<file path="config.mk">
export PLATFORM = sky130hd
export DESIGN_NAME = arm_decode_alu_cond
export DESIGN_NICKNAME = d
export VERILOG_FILES = /design/src/rtl/arm_pkg.sv /design/src/rtl/arm_alu.sv /design/src/rtl/arm_decode_alu_cond.sv
export SDC_FILE = /design/constraint.sdc
export NUM_CORES = 1
export LEC_CHECK = 0
export CORE_MARGIN = 2
export CORE_UTILIZATION = 30
export CTS_CLUSTER_SIZE = 14
export DETAILED_ROUTE_END_ITERATION = 7
export PLACE_DENSITY = 0.62
export SLEW_MARGIN = 10
export SYNTH_ARGS = -nofsm -noshare
export SYNTH_HDL_FRONTEND = slang
export SYNTH_SLANG_ARGS = --single-unit
</file>
<file path="constraint.sdc">
create_clock -name clk -period 12.6 [get_ports clk]
set_clock_uncertainty 0.1 [all_clocks]
set_input_delay 2.52 -clock clk [delete_from_list [all_inputs] [get_ports clk]]
set_output_delay 2.52 -clock clk [all_outputs]
set_load 0.02 [all_outputs]
</file>
<file path="src/rtl/arm_pkg.sv">
// Shared encodings for the ARM-subset ID/EX control core: ALU opcodes,
// condition codes, addressing modes, decoded control bundle and condition evaluation.
package arm_pkg;

    localparam int unsigned OP_W   = 4;
    localparam int unsigned AM_W   = 2;
    localparam int unsigned FLAG_W = 4;

    localparam logic [OP_W-1:0] ALU_AND = 4'h0;
    localparam logic [OP_W-1:0] ALU_EOR = 4'h1;
    localparam logic [OP_W-1:0] ALU_SUB = 4'h2;
    localparam logic [OP_W-1:0] ALU_RSB = 4'h3;
    localparam logic [OP_W-1:0] ALU_ADD = 4'h4;
    localparam logic [OP_W-1:0] ALU_ADC = 4'h5;
    localparam logic [OP_W-1:0] ALU_SBC = 4'h6;
    localparam logic [OP_W-1:0] ALU_RSC = 4'h7;
    localparam logic [OP_W-1:0] ALU_TST = 4'h8;
    localparam logic [OP_W-1:0] ALU_TEQ = 4'h9;
    localparam logic [OP_W-1:0] ALU_CMP = 4'hA;
    localparam logic [OP_W-1:0] ALU_CMN = 4'hB;
    localparam logic [OP_W-1:0] ALU_ORR = 4'hC;
    localparam logic [OP_W-1:0] ALU_MOV = 4'hD;
    localparam logic [OP_W-1:0] ALU_BIC = 4'hE;
    localparam logic [OP_W-1:0] ALU_MVN = 4'hF;

    localparam logic [3:0] COND_EQ = 4'h0;
    localparam logic [3:0] COND_NE = 4'h1;
    localparam logic [3:0] COND_CS = 4'h2;
    localparam logic [3:0] COND_CC = 4'h3;
    localparam logic [3:0] COND_MI = 4'h4;
    localparam logic [3:0] COND_PL = 4'h5;
    localparam logic [3:0] COND_VS = 4'h6;
    localparam logic [3:0] COND_VC = 4'h7;
    localparam logic [3:0] COND_HI = 4'h8;
    localparam logic [3:0] COND_LS = 4'h9;
    localparam logic [3:0] COND_GE = 4'hA;
    localparam logic [3:0] COND_LT = 4'hB;
    localparam logic [3:0] COND_GT = 4'hC;
    localparam logic [3:0] COND_LE = 4'hD;
    localparam logic [3:0] COND_AL = 4'hE;

    localparam logic [AM_W-1:0] AM_ROT_IMM   = 2'b00;
    localparam logic [AM_W-1:0] AM_REG       = 2'b01;
    localparam logic [AM_W-1:0] AM_IMM12     = 2'b10;
    localparam logic [AM_W-1:0] AM_SHIFT_REG = 2'b11;

    typedef struct packed {
        logic [OP_W-1:0] alu_op;
        logic            load;
        logic            mem_write;
        logic [AM_W-1:0] am;
        logic            store_cc;
        logic            b;
        logic            bl;
        logic            mem_size;
        logic            mem_e;
        logic            rf_e;
    } id_ctrl_t;

    // Flags are ordered {N,Z,C,V}; the reserved code 1111 never passes.
    function automatic logic cond_pass(input logic [3:0] cond, input logic [FLAG_W-1:0] f);
        logic n, z, c, v;
        {n, z, c, v} = f;
        case (cond)
            COND_EQ: cond_pass = z;
            COND_NE: cond_pass = !z;
            COND_CS: cond_pass = c;
            COND_CC: cond_pass = !c;
            COND_MI: cond_pass = n;
            COND_PL: cond_pass = !n;
            COND_VS: cond_pass = v;
            COND_VC: cond_pass = !v;
            COND_HI: cond_pass = c && !z;
            COND_LS: cond_pass = !c || z;
            COND_GE: cond_pass = (n == v);
            COND_LT: cond_pass = (n != v);
            COND_GT: cond_pass = !z && (n == v);
            COND_LE: cond_pass = z || (n != v);
            COND_AL: cond_pass = 1'b1;
            default: cond_pass = 1'b0;
        endcase
    endfunction

endpackage

</file>
<file path="src/rtl/arm_alu.sv">
// Combinational ARM data-processing ALU: shared adder for arithmetic ops,
// bitwise mux for logical ops, N/Z/C/V generation.
module arm_alu
    import arm_pkg::*;
#(
    parameter int unsigned DATA_W = 32
) (
    input  logic [OP_W-1:0]   op_i,
    input  logic [DATA_W-1:0] a_i,
    input  logic [DATA_W-1:0] b_i,
    input  logic              c_in_i,
    input  logic              shifter_c_i,
    output logic [DATA_W-1:0] result_o,
    output logic              n_o,
    output logic              z_o,
    output logic              c_o,
    output logic              v_o,
    output logic              logical_o
);

    logic [DATA_W-1:0] add_x;
    logic [DATA_W-1:0] add_y;
    logic              add_cin;
    logic [DATA_W:0]   sum;

    // Subtraction is x + ~y + cin so carry-out is directly NOT borrow.
    always_comb begin
        add_x     = a_i;
        add_y     = b_i;
        add_cin   = 1'b0;
        logical_o = 1'b0;
        case (op_i)
            ALU_SUB, ALU_CMP: begin add_x = a_i; add_y = ~b_i; add_cin = 1'b1;   end
            ALU_RSB:          begin add_x = b_i; add_y = ~a_i; add_cin = 1'b1;   end
            ALU_ADD, ALU_CMN: begin add_x = a_i; add_y = b_i;  add_cin = 1'b0;   end
            ALU_ADC:          begin add_x = a_i; add_y = b_i;  add_cin = c_in_i; end
            ALU_SBC:          begin add_x = a_i; add_y = ~b_i; add_cin = c_in_i; end
            ALU_RSC:          begin add_x = b_i; add_y = ~a_i; add_cin = c_in_i; end
            default:          logical_o = 1'b1;
        endcase
    end

    assign sum = {1'b0, add_x} + {1'b0, add_y} + (DATA_W+1)'(add_cin);

    always_comb begin
        result_o = sum[DATA_W-1:0];
        case (op_i)
            ALU_AND, ALU_TST: result_o = a_i & b_i;
            ALU_EOR, ALU_TEQ: result_o = a_i ^ b_i;
            ALU_ORR:          result_o = a_i | b_i;
            ALU_MOV:          result_o = b_i;
            ALU_BIC:          result_o = a_i & ~b_i;
            ALU_MVN:          result_o = ~b_i;
            default:          result_o = sum[DATA_W-1:0];
        endcase
    end

    assign n_o = result_o[DATA_W-1];
    assign z_o = (result_o == '0);
    assign c_o = logical_o ? shifter_c_i : sum[DATA_W];
    assign v_o = logical_o ? 1'b0
               : ((add_x[DATA_W-1] == add_y[DATA_W-1]) && (sum[DATA_W-1] != add_x[DATA_W-1]));

endmodule

</file>
<file path="src/rtl/arm_decode_alu_cond.sv">
// Combined ID/EX control core: instruction decode, EX-stage ALU with PSR flag
// register, and forwarded condition evaluation for branch decisions.
module arm_decode_alu_cond
    import arm_pkg::*;
#(
    parameter int unsigned DATA_W = 32
) (
    input  logic                clk,
    input  logic                reset,
    input  logic [31:0]         id_instr,
    output logic [OP_W-1:0]     id_alu_op,
    output logic                id_load,
    output logic                id_mem_write,
    output logic [AM_W-1:0]     id_am,
    output logic                id_store_cc,
    output logic                id_b,
    output logic                id_bl,
    output logic                id_mem_size,
    output logic                id_mem_e,
    output logic                id_rf_e,
    input  logic [OP_W-1:0]     ex_alu_op,
    input  logic [DATA_W-1:0]   ex_a,
    input  logic [DATA_W-1:0]   ex_b,
    input  logic                ex_shifter_c,
    input  logic                ex_store_cc,
    output logic [DATA_W-1:0]   alu_result,
    output logic                alu_n,
    output logic                alu_z,
    output logic                alu_c,
    output logic                alu_v,
    output logic [FLAG_W-1:0]   flags,
    output logic                cond_true,
    output logic                branch,
    output logic                branch_link
);

    logic [FLAG_W-1:0] flags_q;
    logic [FLAG_W-1:0] flags_d;
    logic              alu_logical;
    id_ctrl_t          ctrl;
    logic              unused_instr_bits;

    arm_alu #(.DATA_W(DATA_W)) u_alu (
        .op_i        (ex_alu_op),
        .a_i         (ex_a),
        .b_i         (ex_b),
        .c_in_i      (flags_q[1]),
        .shifter_c_i (ex_shifter_c),
        .result_o    (alu_result),
        .n_o         (alu_n),
        .z_o         (alu_z),
        .c_o         (alu_c),
        .v_o         (alu_v),
        .logical_o   (alu_logical)
    );

    // Logical ops leave V untouched.
    always_comb begin
        flags_d = flags_q;
        if (ex_store_cc) begin
            flags_d = {alu_n, alu_z, alu_c, alu_logical ? flags_q[0] : alu_v};
        end
    end

    always_ff @(posedge clk) begin
        if (!reset) begin
            flags_q <= '0;
        end else begin
            flags_q <= flags_d;
        end
    end

    assign flags = flags_q;

    // flags_d already equals flags_q when no update is pending, giving forwarding for free.
    assign cond_true   = cond_pass(id_instr[31:28], flags_d);
    assign branch      = id_b & cond_true;
    assign branch_link = id_bl & cond_true;

    always_comb begin
        ctrl = '0;
        if (id_instr != 32'h0) begin
            if (id_instr[27:26] == 2'b00) begin
                ctrl.alu_op   = id_instr[24:21];
                ctrl.store_cc = id_instr[20];
                ctrl.rf_e     = (id_instr[24:23] != 2'b10);
                if (id_instr[25])                 ctrl.am = AM_ROT_IMM;
                else if (id_instr[11:4] == 8'h0)  ctrl.am = AM_REG;
                else                              ctrl.am = AM_SHIFT_REG;
            end else if (id_instr[27:26] == 2'b01) begin
                ctrl.load      = id_instr[20];
                ctrl.mem_write = ~id_instr[20];
                ctrl.mem_e     = 1'b1;
                ctrl.mem_size  = id_instr[22];
                ctrl.rf_e      = id_instr[20];
                ctrl.alu_op    = id_instr[23] ? ALU_ADD : ALU_SUB;
                if (!id_instr[25])                ctrl.am = AM_IMM12;
                else if (id_instr[11:4] == 8'h0)  ctrl.am = AM_REG;
                else                              ctrl.am = AM_SHIFT_REG;
            end else if (id_instr[27:25] == 3'b101) begin
                ctrl.b      = 1'b1;
                ctrl.bl     = id_instr[24];
                ctrl.rf_e   = id_instr[24];
                ctrl.alu_op = ALU_ADD;
                ctrl.am     = AM_ROT_IMM;
            end
        end
    end

    assign id_alu_op    = ctrl.alu_op;
    assign id_load      = ctrl.load;
    assign id_mem_write = ctrl.mem_write;
    assign id_am        = ctrl.am;
    assign id_store_cc  = ctrl.store_cc;
    assign id_b         = ctrl.b;
    assign id_bl        = ctrl.bl;
    assign id_mem_size  = ctrl.mem_size;
    assign id_mem_e     = ctrl.mem_e;
    assign id_rf_e      = ctrl.rf_e;

    assign unused_instr_bits = ^{id_instr[19:12], id_instr[3:0]};

endmodule

</file>
; ---- Word level (Yosys, flattened, before mapping)
; Index checks and enable logic that the tools add are counted.
[classes]
eq_ne = 36
shift = 0
n_addsub = 2
muxes = 29
bitwise_logic = 9
div = 0
n_mul = 0
magnitude_cmp = 0
reduce_logical = 22
[op_table]
columns = op, n
row1 = 32-bit case mux with 6 select lines, 1
row2 = 32-bit AND, 2
row3 = 32-bit NOT, 2
row4 = 32-bit case mux with 2 select lines, 1
row5 = 4-bit equality test (second input constant), 15
row6 = 32-bit by 32-bit adder with 33-bit output, 1
row7 = 33-bit by 1-bit adder with 33-bit output, 1
row8 = 4-bit by 3-bit equality test with 1-bit output (second input constant), 8
row9 = 32-bit logical NOT, 1
row10 = 32-bit two-way mux, 1
row11 = 32-bit bitwise OR, 1
row12 = 32-bit nonzero test, 1
row13 = 32-bit bitwise XOR, 1
row14 = 2-bit two-way mux, 10
row15 = 4-bit by 2-bit equality test with 1-bit output (second input constant), 4
row16 = 4-bit two-way mux, 4
row17 = 1-bit case mux with 15 select lines, 1
row18 = 14-bit two-way mux, 1
row19 = 3-bit OR reduction, 3
row20 = 4-bit by 1-bit equality test with 1-bit output (second input constant), 2
row21 = 4-bit logical NOT, 2
row22 = 8-bit logical NOT, 1
row23 = 8-bit OR reduction, 1
row24 = 1-bit two-way mux, 7
row25 = 14 further kinds, 26
[totals]
latch_bits = 0
input_bits = 104
mem_bits_rw = 0
output_inout_bits = 57
mem_bits_ro = 0
regBits = 4
elab_cells = 99
n_memories = 0

; ---- Logic depth before layout (Yosys ltp)
[logic_depth]
depth_word = 14
mapped_depth = 24
depth_no_buf = 19

; ---- Hierarchy
; From an unflattened synthesis, not the netlist that was laid out.
[hier_totals]
cells_unflattened = 969
hier_area_um2 = 5936.9
[modules_own_cells]
columns = mod, area_per_inst_um2, cells_each, instances
row1 = arm_alu, 5321.4, 883, 1
row2 = arm_decode_alu_cond, 615.6, 86, 1

; ---- Worst setup path after synthesis
; Ideal clock, no wire load.
[synth_timing]
path_type = input to output
start = input ex_alu_op[0]
end = output branch
path_buffers = 6
path_slack_ns = 1.868
stages = 23
arrival_ns = 8.112
path_cell_list = buf_2 clkbuf_1 buf_2 buf_1 clkbuf_1 nor3_1 o21bai_1 clkbuf_1 nor2_1 a211oi_1 fa_1 fa_1 nor2b_1 o2111ai_1 a211oi_1 o21ai_1 mux2i_1 or3_1 or4_1 nor4_1 a31o_2 o21ai_1 a21oi_1
[synth_via]
elab_chain_cells = 14
[synth_rtl]
columns = item, line
row1 = from (decl), arm_decode_alu_cond.sv:21  ; input logic [OP_W-1:0] ex_alu_op,
row2 = branches (longest 9 deep; another with 32-bit by 32-bit adder with 33-bit output), n/a
row3 = 4-bit two-way mux *, arm_decode_alu_cond.sv:60  ; if (ex_store_cc) begin
row4 = 1-bit inequality test or 1-bit equality test (tied branches), n/a
row5 = 1-bit logical OR or 1-bit logical AND (tied branches), "arm_pkg.sv:78, arm_pkg.sv:77"
row6 = 1-bit case mux with 15 select lines *, arm_pkg.sv:64  ; case (cond)
row7 = 1-bit AND *, arm_decode_alu_cond.sv:77  ; assign branch = id_b & cond_true;
row8 = to (decl), arm_decode_alu_cond.sv:33  ; output logic branch,
; Mark *: on every way between the ends.

; ---- Final worst setup path
[layout_timing]
start = input ex_alu_op[1]
end = output branch_link
[layout_via]
elab_chain_cells = 14
[layout_rtl]
columns = item, line
row1 = branches (longest 9 deep; another with 32-bit by 32-bit adder with 33-bit output), n/a
row2 = 4-bit two-way mux *, arm_decode_alu_cond.sv:60
row3 = 1-bit inequality test or 1-bit equality test (tied branches), n/a
row4 = 1-bit logical OR or 1-bit logical AND (tied branches), "arm_pkg.sv:78, arm_pkg.sv:77"
row5 = 1-bit case mux with 15 select lines *, arm_pkg.sv:64
row6 = 1-bit AND *, arm_decode_alu_cond.sv:78  ; assign branch_link = id_bl & cond_true;
row7 = to (decl), arm_decode_alu_cond.sv:34  ; output logic branch_link
; Marked as above.

==> impl_metrics.py <==
metrics = {
    "hold_path": {
        "hold_class": "flip-flop to flip-flop",
        "hold_end": "flags[0]",
        "hold_depth": 2,
        "hold_path.startpoint": "flags[0]",
    },
    "synth": {
        "synth-edff-count": 0,
        "ys_seq_elements": 4,
        "synth_compound_area_frac": 0.4124,
        "synthArstFlopShare": 0,
        "seq_area_frac_synth": 0.01249,
        "synth_top_family_by_area": "compound AO/OA/AOI/OAI gates",
        "synth.distinct_cells": 90,
        "synth_area_per_cell_sq_um": 6.233,
        "synthCells": 1029,
        "synth_xor_area_frac": 0.03902,
        "syn_area_sq_um": 6414,
        "syn-num-nets": 1198,
        "synth-simple-area-share": 0.2733,
        "synth_fa_ha_area_frac": 0.1307,
        "muxShareOfSynthArea": 0.03512,
        "ys_warn_count": 0,
        "synth-main-ff-cell": "dfxtp_1",
    },
    "clock_network": {
        "cts_setup_buffers": 0,
        "insertion_delay_ps": 220,
        "holdBufCountCts": 0,
        "cts_tree": "yes",
        "htreeDepth": 1,
        "cts_sinks": 4,
        "cts.clk_slew.worst_paths_ps": 30,
        "cts_resized": 0,
        "clock-root-buffer": "clkbuf_16",
        "numCtsBuffers": 3,
        "cts_buffer_depth": 2,
    },
    "worst_setup_path": {
        "worstPathBufferInverterCount": 4,
        "startpoint_type": "primary input",
        "critPathSlowestCell": "a211oi_1",
        "r2r-end": "flags[2]",
        "slowest_delay_ps": 660,
        "path_class": "primary input to output port",
        "cp-end-kind": "output port",
        "r2r-start": "flags[1]",
        "path_delay_family": "buffers and inverters",
        "cp_cell_sequence": "buf_2, inv_2, nor3_2, buf_4, a211oi_1, fa_1, fa_1, nor2b_1, o2111ai_1, a211oi_1, o21ai_1, mux2i_1, or3_1, or4_1, nor4_1, a31o_2, o21ai_1, a21boi_1, clkdlybuf4s50_1",
        "rrSetupSlack_ps": 7460,
        "critPathMaxFanout": 32,
        "cp.arrival_ps": 8950,
        "r2r_cells": 16,
        "crit_required_ps": 9980,
    },
    "global_route": {
        "grt_start_max_net_pins": 50,
        "overflow": 0,
        "grt_util_all_layers": 0.2217,
        "grt_pass1_vias": 7529,
        "antenna_found_initial": 0,
        "grt_pass1_wl_um": 40320,
    },
    "timing": {
        "fin_crit_ps": 11570,
        "slew_headroom": 0.2072,
        "drv_slew": 0,
        "tns_ps": 0,
        "worst_slew_pin_slew_ps": 1185,
        "setup_violations": 0,
        "period_share": 0.9186,
        "hold_violations": 0,
        "rsz0062_at_grt": "no",
        "fin_ws_ps": 1025,
        "timing.fmax_ghz": 0.08639,
    },
    "route": {
        "routed-via-count": 8181,
        "drtAntennaViolNets": 0,
        "wl_um": 26180,
        "wl_per_cell_um": 18.62,
        "vias_per_cell": 5.819,
        "dr.first_iter.drc_count": 624,
        "drt_drc_violations_left": 0,
        "firstDrtPassIters": 5,
    },
    "floorplanning": {
        "coreArea_sq_um": 21020,
        "die_w_um": 150.2,
        "die_y_um": 150.2,
        "fp.dieArea_sq_um": 22560,
        "rows": 53,
        "initial_core_util": 0.3051,
        "num_io_pins": 161,
    },
    "placement": {
        "hpwl_um": 20630,
        "place_congestion": 0.9992,
        "place_inst": 1403,
        "preCtsSetupSlack_ps": 1131,
        "numPortBuffers": 160,
    },
    "final_layout": {
        "stdcell_count": 1406,
        "diodes": 0,
        "finalNetCount": 1302,
        "largest_register_ffs": 4,
        "area_growth_pct": 28.27,
        "drive_above_1_share": 0.04863,
    },
    "pwr": {
        "p_switching_uw": 301.6,
        "power_uw": 558.7,
        "p_per_area_nw_per_um2": 67.91,
        "seq_power_share": 0.027,
        "comb_power_share": 0.886,
        "peakVddDrop_mv": 0.06967,
        "internal-power_uw": 257.1,
        "p_sw_frac": 0.5398,
        "pwr-share-clk": 0.087,
        "p_leak_nw": 3.444,
    },
    "flow_run": {
        "drv_cap": 0,
    },
    "outcome": {
        "status": "complete, no violations",
    },
}
## layout by cell type (no fill, tap or decap), types with 11 or more instances in the layout
| master | n |
|---|---|
| a211oi_1 | 11 |
| a31oi_1 | 11 |
| o211ai_1 | 11 |
| nand4_1 | 19 |
| nor4_1 | 13 |
| mux2i_1 | 20 |
| xor2_1 | 18 |
| nand2_1 | 136 |
| and2_1 | 16 |
| a21oi_1 | 73 |
| o21ai_0 | 136 |
| inv_1 | 83 |
| buf_4 | 13 |
| o31ai_1 | 15 |
| nor3_1 | 21 |
| clkdlybuf4s50_1 | 158 |
| ha_1 | 63 |
| nor2b_1 | 11 |
| o221ai_1 | 20 |
| a21o_1 | 14 |
| nor2_1 | 55 |
| nand3_1 | 17 |
## cell families (layout without fill, tap and decap cells)
kind of cell / Yosys count / after routing
AOI/OAI and AO/OA: 399 / 399
and+or+nand+nor: 353 / 353
buffers and inverters: 158 / 260
adders and majority gates: 66 / 66
xor gates and xnor gates: 27 / 27
muxes: 22 / 22
DFF: 4 / 4
## synthesized netlist by cell type, types with 7 or more instances
master,number,share of area
nand2_1,136,0.080
o21ai_0,136,0.11
inv_1,83,0.049
a21oi_1,73,0.057
ha_1,63,0.12
nor2_1,56,0.033
clkbuf_1,47,0.028
nor3_1,22,0.017
mux2i_1,20,0.031
o221ai_1,20,0.027
nand4_1,19,0.019
xor2_1,18,0.025
buf_2,17,0.013
nand3_1,17,0.013
and2_1,16,0.016
o31ai_1,15,0.018
a21o_1,14,0.016
nor4_1,13,0.013
a211oi_1,11,0.013
a31oi_1,11,0.011
nor2b_1,11,0.011
o211ai_1,11,0.013
or3_1,9,0.0088
a31o_2,8,0.011
buf_1,8,0.0047
o21a_1,8,0.0094
or2_2,8,0.0078
xnor2_1,8,0.011
a22oi_1,7,0.0082
nand2b_1,7,0.0068
nand3b_1,7,0.0082
## area by class of cell
type,instances,area [sq um]
sequential,4,80.08
multi-input combinational,867,5723
timing repair buffer,173,1689
fill,2214,12790
tap,275,344.1
clock buffer,3,75.07
inverter,84,315.3
## metal layers
| metal | part of all wire | track usage |
|---|---|---|
| met4 | 0.013 | 0.03396 |
| met1 | 0.46 | 0.3063 |
| met5 | 0 | 0 |
| met2 | 0.46 | 0.3788 |
| met3 | 0.069 | 0.02303 |
## worst register-to-register path, stage by stage, from the launching register on
cell       delay [ps]
dfxtp_1           460
nor2b_1           250
nor2_1             70
nor2_1             90
a31oi_1            70
fa_1              500
fa_1              470
nor2b_1           230
o2111ai_1         240
a211oi_1          670
o21ai_1           230
mux2i_1           170
or3_1             370
or4_1             460
nor4_1            360
a31o_2            230
and2_1            120
## power by group through the flow
stage / Clock, mW / Sequential, mW / Combinational, mW
2_1_floorplan: 0 / 0.0151 / 0.305
3_3_place_gp: 0 / 0.0151 / 0.486
3_5_place_dp: 0 / 0.0150 / 0.486
4_1_cts: 0.0498 / 0.0149 / 0.489
5_1_grt: 0.0509 / 0.0150 / 0.536
6_report: 0.0489 / 0.0150 / 0.495
## how the worst max path moves through the flow
| stage | slack (ps) | cells after the start | to | start |
|---|---|---|---|---|
| after floorplan | 1870 | 23 | branch | ex_alu_op[0] |
| after global placement | 1270 | 19 | branch_link | ex_alu_op[1] |
| after detailed placement | 1130 | 19 | branch_link | ex_alu_op[1] |
| after CTS | 1110 | 19 | branch_link | ex_alu_op[1] |
| after global routing | 650 | 19 | branch | ex_alu_op[1] |
| final | 1030 | 19 | branch_link | ex_alu_op[1] |
## per-stage QoR
stage,instance area (sq um),utilization,hold WS (ps)
global placement,8152,0.3878,620.5
finish,8227,0.3913,639.9
global route,8227,0.3913,683.2
detailed placement,8152,0.3878,626.3
floorplan,6414,-,519.6
CTS,8227,0.3913,637.3
(Power assumes the default switching activity.)
